--- config.mk ---
export PLATFORM = sky130hd
export DESIGN_NAME = filt4_tx
export DESIGN_NICKNAME = d
export VERILOG_FILES = /design/src/rtl/filt4_tx.sv
export SDC_FILE = /design/constraint.sdc
export NUM_CORES = 1
export LEC_CHECK = 0
export CAP_MARGIN = 20
export CORE_AREA = 2 2 39 41
export DETAILED_ROUTE_END_ITERATION = 10
export DIE_AREA = 0 0 41 43
export GPL_ROUTABILITY_DRIVEN = 0
export HOLD_SLACK_MARGIN = 0.06
export PLACE_DENSITY = 0.59
export SETUP_SLACK_MARGIN = 0.02
export SYNTH_ARGS = -nofsm -noshare
export SYNTH_HDL_FRONTEND = slang
export SYNTH_SLANG_ARGS = --single-unit
--- constraint.sdc ---
create_clock -name clk -period 3.4 [get_ports clk]
set_input_delay 1.02 -clock clk [delete_from_list [all_inputs] [get_ports clk]]
set_output_delay 1.02 -clock clk [all_outputs]
set_load 0.03 [all_outputs]
--- src/rtl/filt4_tx.sv ---
// filt4_tx: valid/ready line driver holding each new level HOLD enabled cycles.
// Optional test-glitch injection is enabled with `define FILT4_TX_GLITCH_EN.
module filt4_tx #(
  parameter int HOLD = 12,
  parameter bit INIT_LVL = 1'b0
`ifdef FILT4_TX_GLITCH_EN
  , parameter int GLITCH_LEN = 3
`endif
) (
  input  logic clk,
  input  logic rst_n,
  input  logic en,
  input  logic d,
  input  logic d_vld,
  output logic d_rdy,
  output logic y,
  output logic busy
`ifdef FILT4_TX_GLITCH_EN
  , input logic glitch_req
`endif
);
  localparam int CW = $clog2(HOLD + 1);
`ifdef FILT4_TX_GLITCH_EN
  typedef enum logic [2:0] {I0, I1, H0, H1, G} st_t;
`else
  typedef enum logic [2:0] {I0, I1, H0, H1} st_t;
`endif
  st_t st, st_n;
  logic [CW-1:0] cnt, cnt_n;
  logic y_n, idle;
  assign idle = (st == I0) || (st == I1);
  assign d_rdy = en && idle;
  assign busy = !idle;
  always_comb begin
    st_n = st;
    cnt_n = cnt;
    y_n = y;
    if (en) begin
      case (st)
        I0, I1: begin
          if (d_vld) begin
            if (d != (st == I1)) begin
              st_n = d ? H1 : H0;
              y_n = d;
            end
          end
`ifdef FILT4_TX_GLITCH_EN
          else if (glitch_req) begin
            st_n = G;
            y_n = !y;
          end
`endif
        end
        H0, H1: begin
          cnt_n = (cnt == CW'(HOLD - 1)) ? '0 : cnt + CW'(1);
          st_n = (cnt == CW'(HOLD - 1)) ? ((st == H1) ? I1 : I0) : st;
        end
`ifdef FILT4_TX_GLITCH_EN
        // y is inverted here, so the idle level to return to is !y
        G: begin
          cnt_n = (cnt == CW'(GLITCH_LEN - 1)) ? '0 : cnt + CW'(1);
          st_n = (cnt == CW'(GLITCH_LEN - 1)) ? (y ? I0 : I1) : G;
          y_n = (cnt == CW'(GLITCH_LEN - 1)) ? !y : y;
        end
`endif
        default: begin
          st_n = INIT_LVL ? I1 : I0;
          cnt_n = '0;
          y_n = INIT_LVL;
        end
      endcase
    end
  end
  always_ff @(posedge clk or negedge rst_n) begin
    if (!rst_n) begin
      st <= INIT_LVL ? I1 : I0;
      cnt <= '0;
      y <= INIT_LVL;
    end else begin
      st <= st_n;
      cnt <= cnt_n;
      y <= y_n;
    end
  end
endmodule

==> flow_metrics.tcl, run 1 <==
set metrics [dict create \
    grt_pass1_wl_um 1069 \
    drive_gt1_share_pct 22.22 \
    dieArea_mm2 0.001763 \
    placed_cell_area_um2 437.9 \
    vias 291 \
    grt_pass1_vias 269 \
    synth_top_area_share_pct 48.78 \
    cts_root_buf "clkbuf_4" \
    tightest_slew_ns 0.3299 \
    fin_nets 52 \
    rsz0062_at_grt "no" \
    first_iter_violations 7 \
    path_class "in -> out" \
    utilization_pct 33.54 \
    synthTopCellsByArea "dfrtp_1, mux2_2, a31oi_1, o21ai_0, nor2_1" \
    cts_resized 0 \
    drv_slew 0 \
    fmax_mhz 338.8 \
    postSynthCellCount 35 \
    tns_ns 0 \
    min_period_ns 2.951 \
    pin_count 8 \
    grt_util_all_layers_pct 9.668 \
    final_common_cell "dfrtp_1" \
    core_area_mm2 0.001384 \
    regArea_um2 175.2 \
    synth_largest_area_cell "dfrtp_1" \
    power_density_mw_per_mm2 824.6 \
    ys_ff_latch 7 \
    arrival_ns 1.93 \
    cts_hold_buf 0 \
    p_leak_nw 0.2009 \
    rows 14 \
    dp_cells 57 \
    first_pass_iters 4 \
    crit_slowest_cell "clkdlybuf4s50_1" \
    cp_slowest_stage_delay_ns 0.50 \
    initial_core_util_pct 25.95 \
    startpoint_type "input port" \
    cts_tree "built" \
    yosysWarnings 0 \
    antenna_found_initial 0 \
    place_hpwl_um 493.4 \
    cts_buffer_depth 2 \
    ir_drop_uv 201.0 \
    wirelength_um 651 \
    synth.cell_area_um2 359.1 \
    postLayoutCellArea_um2 464.2 \
    gr-total-overflow 0 \
    crit_fanout 6 \
    finalHoldViolations 0 \
    clk_pin_slew_ns 0.05 \
    clock_latency_ns 0.26 \
    synth_area_per_cell_um2 10.26 \
    fp.dieW_um 41 \
    post_cts_buffers 0 \
    layout.cells.non_filler 61 \
    worstPathRequired_ns 2.38 \
    dieHeight_um 43 \
    status "complete, no violations" \
    area_delta_synth_final_pct 29.27 \
    diodes 0 \
    drc 0 \
    synth_nets 41 \
    worstSetupEndpointType "output port" \
    worst_clock_skew_ns 0.001405 \
    grt_max_degree 9 \
    ys_seq_area_share_pct 48.78 \
    cts_buffers 3 \
    layout_common_cells "dfrtp_1, clkdlybuf4s50_1, nor2_1" \
    multi_input_area_um2 171.4 \
    synth_cell_types 17 \
    cp_cell_sequence "clkdlybuf4s50_1 > and2b_2 > buf_4" \
    setup_viol 0 \
    port_buffers 7 \
    cap_violations 0 \
    relSlewSlack_pct 77.94 \
    cts_max_level 1 \
    num-fill-cells 146 \
    vias_per_cell 4.770 \
    ant_nets 0 \
    avgRoutedWirePerCell_um 10.67 \
    period_share_pct 86.80 \
    cts.sinks 7 \
    hp-class "reg -> reg" \
]
==> cell type report <==
| class | count | share of cell area [%] |
|---|---|---|
| sequential | 7 | 37.74 |
| multi-input combinational | 26 | 36.93 |
| timing repair buffer | 7 | 14.56 |
| clock buffer | 4 | 5.660 |
| tap | 16 | 4.313 |
| inverter | 1 | 0.8086 |
==> report_power, final <==
group	switching (mW)	total [mW]	internal, mW	leakage [nW]
sequential	0.0392	0.160	0.121	0.0789
clock	0.0338	0.0788	0.0450	0.0150
combinational	0.0689	0.144	0.0750	0.107
==> routing by layer <==
| metal | GRT usage (%) | wire, um |
|---|---|---|
| met4 | 12.00 | 25 |
| met5 | 0 | 0 |
| met2 | 11.56 | 299 |
| met3 | 3.141 | 21 |
| met1 | 11.36 | 304 |
==> kinds of logic after synthesis <==
| group | share of synthesized area [%] |
|---|---|
| XOR/XNOR | 2.439 |
| AO/OA/AOI/OAI | 11.50 |
| buffers and inverters | 3.484 |
| multiplexers | 9.407 |
| adder cells (fa/ha/maj) | 3.484 |
| flip-flops | 48.78 |
| AND/OR/NAND/NOR | 20.91 |
==> through the flow <==
step,total power [mW],setup WS [ns],hold slack (ns)
after detailed placement,0.3076,0.4470,0.5054
after floorplan,0.2639,1.116,0.4734
final,0.3828,0.4487,0.5060
after global routing,0.4142,0.4087,0.5365
after global placement,0.3006,0.4709,0.5013
after CTS,0.3873,0.4475,0.5126
==> path summary, 6_finish.rpt <==
path                       slack, ns  startpoint  cells past startpoint  endpoint
max                             0.45          en                      3     d_rdy
max in group asynchronous       2.13       rst_n                      1         y
min reg2reg                     0.51        flop                      1         y
min                             0.51        flop                      1         y
min in group asynchronous       1.03       rst_n                      1    cnt[3]
max reg2reg                     2.21       st[1]                      3    cnt[3]
==> synthesized netlist by cell type <==
library cell   instances
and3b_1                1
xor2_1                 1
inv_1                  1
nand2_2                1
mux2_2                 3
dfrtp_1                7
and2b_2                1
and3_2                 1
dlygate4sd1_1          1
ha_1                   1
nor2_1                 4
or4_1                  1
nand2_1                3
a31oi_1                3
o21ai_0                3
nand3_1                2
o31ai_1                1
==> worst max-delay path, delay by kind of cell <==
kind / cells / cell delay (ns)
and+or+nand+nor: 1 / 0.25
buffers and inverters: 2 / 0.66
Note: power is estimated with default switching activity, not from simulation.
==> inputs of run 2 (changes only) <==
--- a/config.mk
+++ b/config.mk
@@ -12,7 +12,7 @@
 export GPL_ROUTABILITY_DRIVEN = 0
 export HOLD_SLACK_MARGIN = 0.06
 export PLACE_DENSITY = 0.59
-export SETUP_SLACK_MARGIN = 0.02
+export SETUP_SLACK_MARGIN = 0.5
 export SYNTH_ARGS = -nofsm -noshare
 export SYNTH_HDL_FRONTEND = slang
 export SYNTH_SLANG_ARGS = --single-unit
==> flow_metrics.tcl, run 2 (synthesized netlist as in run 1, its figures left out) <==
set metrics [dict create \
    grt_pass1_wl_um 1055 \
    cp_cell_sequence "dlygate4sd2_1 > and2b_2 > buf_4" \
    period_share_pct 79.95 \
    vias_per_cell 4.770 \
    cts_buffer_depth 2 \
    first_pass_iters 4 \
    cts.sinks 7 \
    tns_ns 0 \
    p_leak_nw 0.2022 \
    setup_ws_ns 0.6818 \
    setup_viol 0 \
    path_class "in -> out" \
    place_hpwl_um 493.4 \
    rows 14 \
    grt_util_all_layers_pct 9.567 \
    tightest_slew_ns 0.3299 \
    worst_clock_skew_ns 0.001405 \
    diodes 0 \
    first_iter_violations 7 \
    holdPathEnd "y" \
    dp_slack_ns 0.4470 \
    cts_root_buf "clkbuf_4" \
    reg2reg_depth 3 \
    clock_latency_ns 0.26 \
    cp-startpoint "en" \
    grt_max_degree 9 \
    post_cts_buffers 0 \
    path_buf_inv 2 \
    hp-class "reg -> reg" \
    core_area_mm2 0.001384 \
    cts_buffers 3 \
    fin_nets 52 \
    layout_common_cells "dfrtp_1, clkdlybuf4s50_1, nor2_1" \
    r2r-start "st[1]" \
    hold_depth 1 \
    drv_slew 0 \
    fp.dieW_um 41 \
    worstPathRequired_ns 2.38 \
    rrSetupSlack_ns 2.21 \
    fmax_mhz 367.9 \
    dieArea_mm2 0.001763 \
    clkPwrFrac_pct 20.6 \
    final_common_cell "dfrtp_1" \
    utilization_pct 33.45 \
    ir_drop_uv 201.0 \
    crit_slowest_cell "dlygate4sd2_1" \
    drive_gt1_share_pct 22.22 \
    crit_fanout 6 \
    drc 0 \
    cts_max_level 1 \
    cap_violations 0 \
    area_delta_synth_final_pct 28.92 \
    status "complete, no violations" \
    vias 291 \
    startpoint_type "input port" \
    path_delay_family "buffers and inverters" \
    power_density_mw_per_mm2 825.9 \
    port_buffers 7 \
    gr-total-overflow 0 \
    power.share.sequential_pct 41.8 \
    avgRoutedWirePerCell_um 10.67 \
    r2r_end "cnt[3]" \
    p_int_uw 240.3 \
    arrival_ns 1.70 \
    grt_pass1_vias 265 \
    p_switching_uw 142.0 \
    worstSetupEndpointType "output port" \
    wirelength_um 651 \
    antenna_found_initial 0 \
    pin_count 8 \
    cp_slowest_stage_delay_ns 0.29 \
    rsz0062_at_grt "no" \
    dieHeight_um 43 \
    switching_share_pct 37.14 \
    min_period_ns 2.718 \
    clk_pin_slew_ns 0.05 \
    ant_nets 0 \
    cts_tree "built" \
    initial_core_util_pct 25.95 \
    relSlewSlack_pct 77.94 \
    finalHoldViolations 0 \
    pwr-share-comb_pct 37.5 \
]
[run 2: cell count changes in the layout (fill, tap and decap cells not counted), sizes merged]
cell,before,now
clkdlybuf4s50,6,5
dlygate4sd2,0,1
[run 2: worst max path at each step]
stage	endpoint	slack, ns	cells past startpoint
finish	d_rdy	0.68	3
floorplan	d_rdy	1.12	1
global placement	d_rdy	0.47	3
detailed placement	d_rdy	0.45	3
CTS	d_rdy	0.68	3
global route	d_rdy	0.66	3
[run 2: layout make-up]
| cell class | count | area [um^2] |
|---|---|---|
| fill | 147 | 920.9 |
| sequential | 7 | 175.2 |
| multi-input combinational | 26 | 171.4 |
| timing repair buffer | 7 | 66.31 |
| clock buffer | 4 | 26.28 |
| tap | 16 | 20.02 |
| inverter | 1 | 3.754 |
[run 2: worst reg2reg max path, cell delays in order, from the launching register on]
cell,delay [ns]
dfrtp_1,0.45
nand2_2,0.12
or4_1,0.47
nand3_1,0.09
[run 2: metal layers]
layer  vias to the layer above  GRT usage [%]  part of all wire [%]
li1                        146              -                     -
met1                       131          11.36                    47
met2                        11          11.25                    46
met3                         3          3.141                   3.2
met4                         0          12.00                   3.8
met5                         -              0                     0
[run 2: power groups by stage]
stage          Sequential (mW)  Combinational (mW)  Clock [mW]
3_5_place_dp             0.162               0.146           0
5_1_grt                  0.167               0.159      0.0872
2_1_floorplan            0.154               0.110           0
4_1_cts                  0.160               0.146      0.0808
3_3_place_gp             0.161               0.140           0
6_report                 0.160               0.144      0.0788
[run 2: repair_timing]
action / in CTS / in global routing
hold buffers: 0 / 0
hold endpoints to repair: 0 / 0
endpoints found under the setup margin: 1 / 0
resized for setup: 1 / 0
[run 2: through the flow]
stage	hold slack, ns	std cells	power (mW)	area [um^2]
2_1_floorplan	0.4734	35	0.2639	359.1
3_3_place_gp	0.5013	57	0.3006	437.9
3_5_place_dp	0.5054	57	0.3076	437.9
4_1_cts	0.5126	61	0.3869	462.9
5_1_grt	0.5365	61	0.4138	462.9
6_report	0.5060	61	0.3823	462.9
==> inputs of run 3 (changes only) <==
--- a/config.mk
+++ b/config.mk
@@ -11,7 +11,7 @@
 export DIE_AREA = 0 0 41 43
 export GPL_ROUTABILITY_DRIVEN = 0
 export HOLD_SLACK_MARGIN = 0.06
-export PLACE_DENSITY = 0.59
+export PLACE_DENSITY = 0.61
 export SETUP_SLACK_MARGIN = 0.5
 export SYNTH_ARGS = -nofsm -noshare
 export SYNTH_HDL_FRONTEND = slang
==> constraint.sdc (replaced) <==
create_clock -name clk -period 2.5 [get_ports clk]
set_input_delay 0.75 -clock clk [delete_from_list [all_inputs] [get_ports clk]]
set_output_delay 0.75 -clock clk [all_outputs]
set_load 0.03 [all_outputs]
==> flow_metrics.tcl, run 3 (synthesized netlist as in run 1, its figures left out) <==
set metrics [dict create \
    port_buffers 7 \
    p_leak_nw 0.2038 \
    cts_max_level 1 \
    fp.dieW_um 41 \
    grt_util_all_layers_pct 9.256 \
    tns_ns 0 \
    initial_core_util_pct 25.95 \
    status "complete, no violations" \
    drive_gt1_share_pct 26.09 \
    crit_slowest_cell "and2b_2" \
    worst_clock_skew_ns 0.0009293 \
    grt_pass1_vias 281 \
    dieHeight_um 43 \
    dieArea_mm2 0.001763 \
    placed_cell_area_um2 445.4 \
    core_area_mm2 0.001384 \
    period_share_pct 76.83 \
    area_delta_synth_final_pct 30.31 \
    final_common_cell "dfrtp_1" \
    cp_cell_sequence "clkbuf_2 > and2b_2 > buf_6" \
    vias 293 \
    path_class "in -> out" \
    cts_buffer_depth 2 \
    clk_pin_slew_ns 0.05 \
    relSlewSlack_pct 78.96 \
    fin_nets 53 \
    path_delay_family "buffers and inverters" \
    rows 14 \
    path_buf_inv 2 \
    cap_violations 0 \
    drc 0 \
    worstPathRequired_ns 1.75 \
    finalHoldViolations 0 \
    total_power_uw 513.2 \
    gr-total-overflow 0 \
    cp_slowest_stage_delay_ns 0.20 \
    pin_count 8 \
    layout.cells.non_filler 62 \
    wirelength_um 615 \
    rsz0062_at_grt "no" \
    cts.sinks 7 \
    cts_hold_buf 0 \
    arrival_ns 1.17 \
    setup_viol 0 \
    startpoint_type "input port" \
    worstSetupEndpointType "output port" \
    grt_max_degree 9 \
    cts_buffers 3 \
    cts_tree "built" \
    first_pass_iters 1 \
    postLayoutCellArea_um2 467.9 \
    cts_root_buf "clkbuf_4" \
    ant_nets 0 \
    drv_slew 0 \
    first_iter_violations 0 \
    grt_pass1_wl_um 1055 \
    avgRoutedWirePerCell_um 9.919 \
    vias_per_cell 4.726 \
    diodes 0 \
    dp_cells 58 \
    layout_common_cells "dfrtp_1, nor2_1" \
    antenna_found_initial 0 \
    min_period_ns 1.921 \
    crit_fanout 2 \
    ir_drop_uv 211.1 \
    rrSetupSlack_ns 1.30 \
    clock_latency_ns 0.25 \
    tightest_slew_ns 0.3146 \
    fmax_mhz 520.6 \
    power_density_mw_per_mm2 1097 \
    hp-class "reg -> reg" \
]
run 3: changes by cell type in the layout (fill, tap and decap cells not counted), sizes merged:
| cell | delta |
|---|---|
| dlygate4sd2 | +1 |
| buf | +1 |
| clkbuf | +1 |
| clkdlybuf4s50 | -2 |
run 3: repair_timing:
item / 4_1_cts / 5_1_grt
gates cloned: 0 / 0
setup buffers: 0 / 0
resized for setup: 4 / 2
endpoints found under the setup margin: 3 / 1
run 3: metrics by stage:
step                      worst slack (ns)  hold slack (ns)  utilization [%]
final                               0.5791           0.5056            33.82
after global routing                0.5360           0.5579            33.82
after CTS                           0.4245           0.5048            34.09
after detailed placement            0.2193           0.4977            32.19
after global placement              0.2285           0.4988            32.19
after floorplan                     0.7561           0.4544                -
run 3: layout make-up:
cell class | instances | area, um^2
clock buffers | 4 | 26.28
fillers | 153 | 915.9
inverters | 1 | 3.754
multi-input cells | 26 | 171.4
flip-flops and latches | 7 | 175.2
well taps | 16 | 20.02
repair buffers | 8 | 71.32
run 3: power breakdown:
part	switching [mW]	total [mW]	leakage, nW	internal, mW
Sequential	0.0541	0.218	0.0789	0.164
Combinational	0.0917	0.189	0.110	0.0973
Clock	0.0446	0.106	0.0150	0.0611
run 3: layer usage:
metal | part of all wire, % | track usage, %
met5 | 0 | 0
met2 | 53 | 14.37
met3 | 1.8 | 0
met1 | 41 | 9.061
met4 | 4.1 | 12.00
run 3: path summary, 6_finish.rpt:
| check | from | endpoint | cells after the start |
|---|---|---|---|
| max | en | d_rdy | 3 |
| min reg2reg | flop | y | 1 |
| max reg2reg | st[1] | cnt[3] | 3 |
| min in group asynchronous | rst_n | cnt[3] | 1 |
| max in group asynchronous | rst_n | cnt[1] | 1 |
| min | flop | y | 1 |
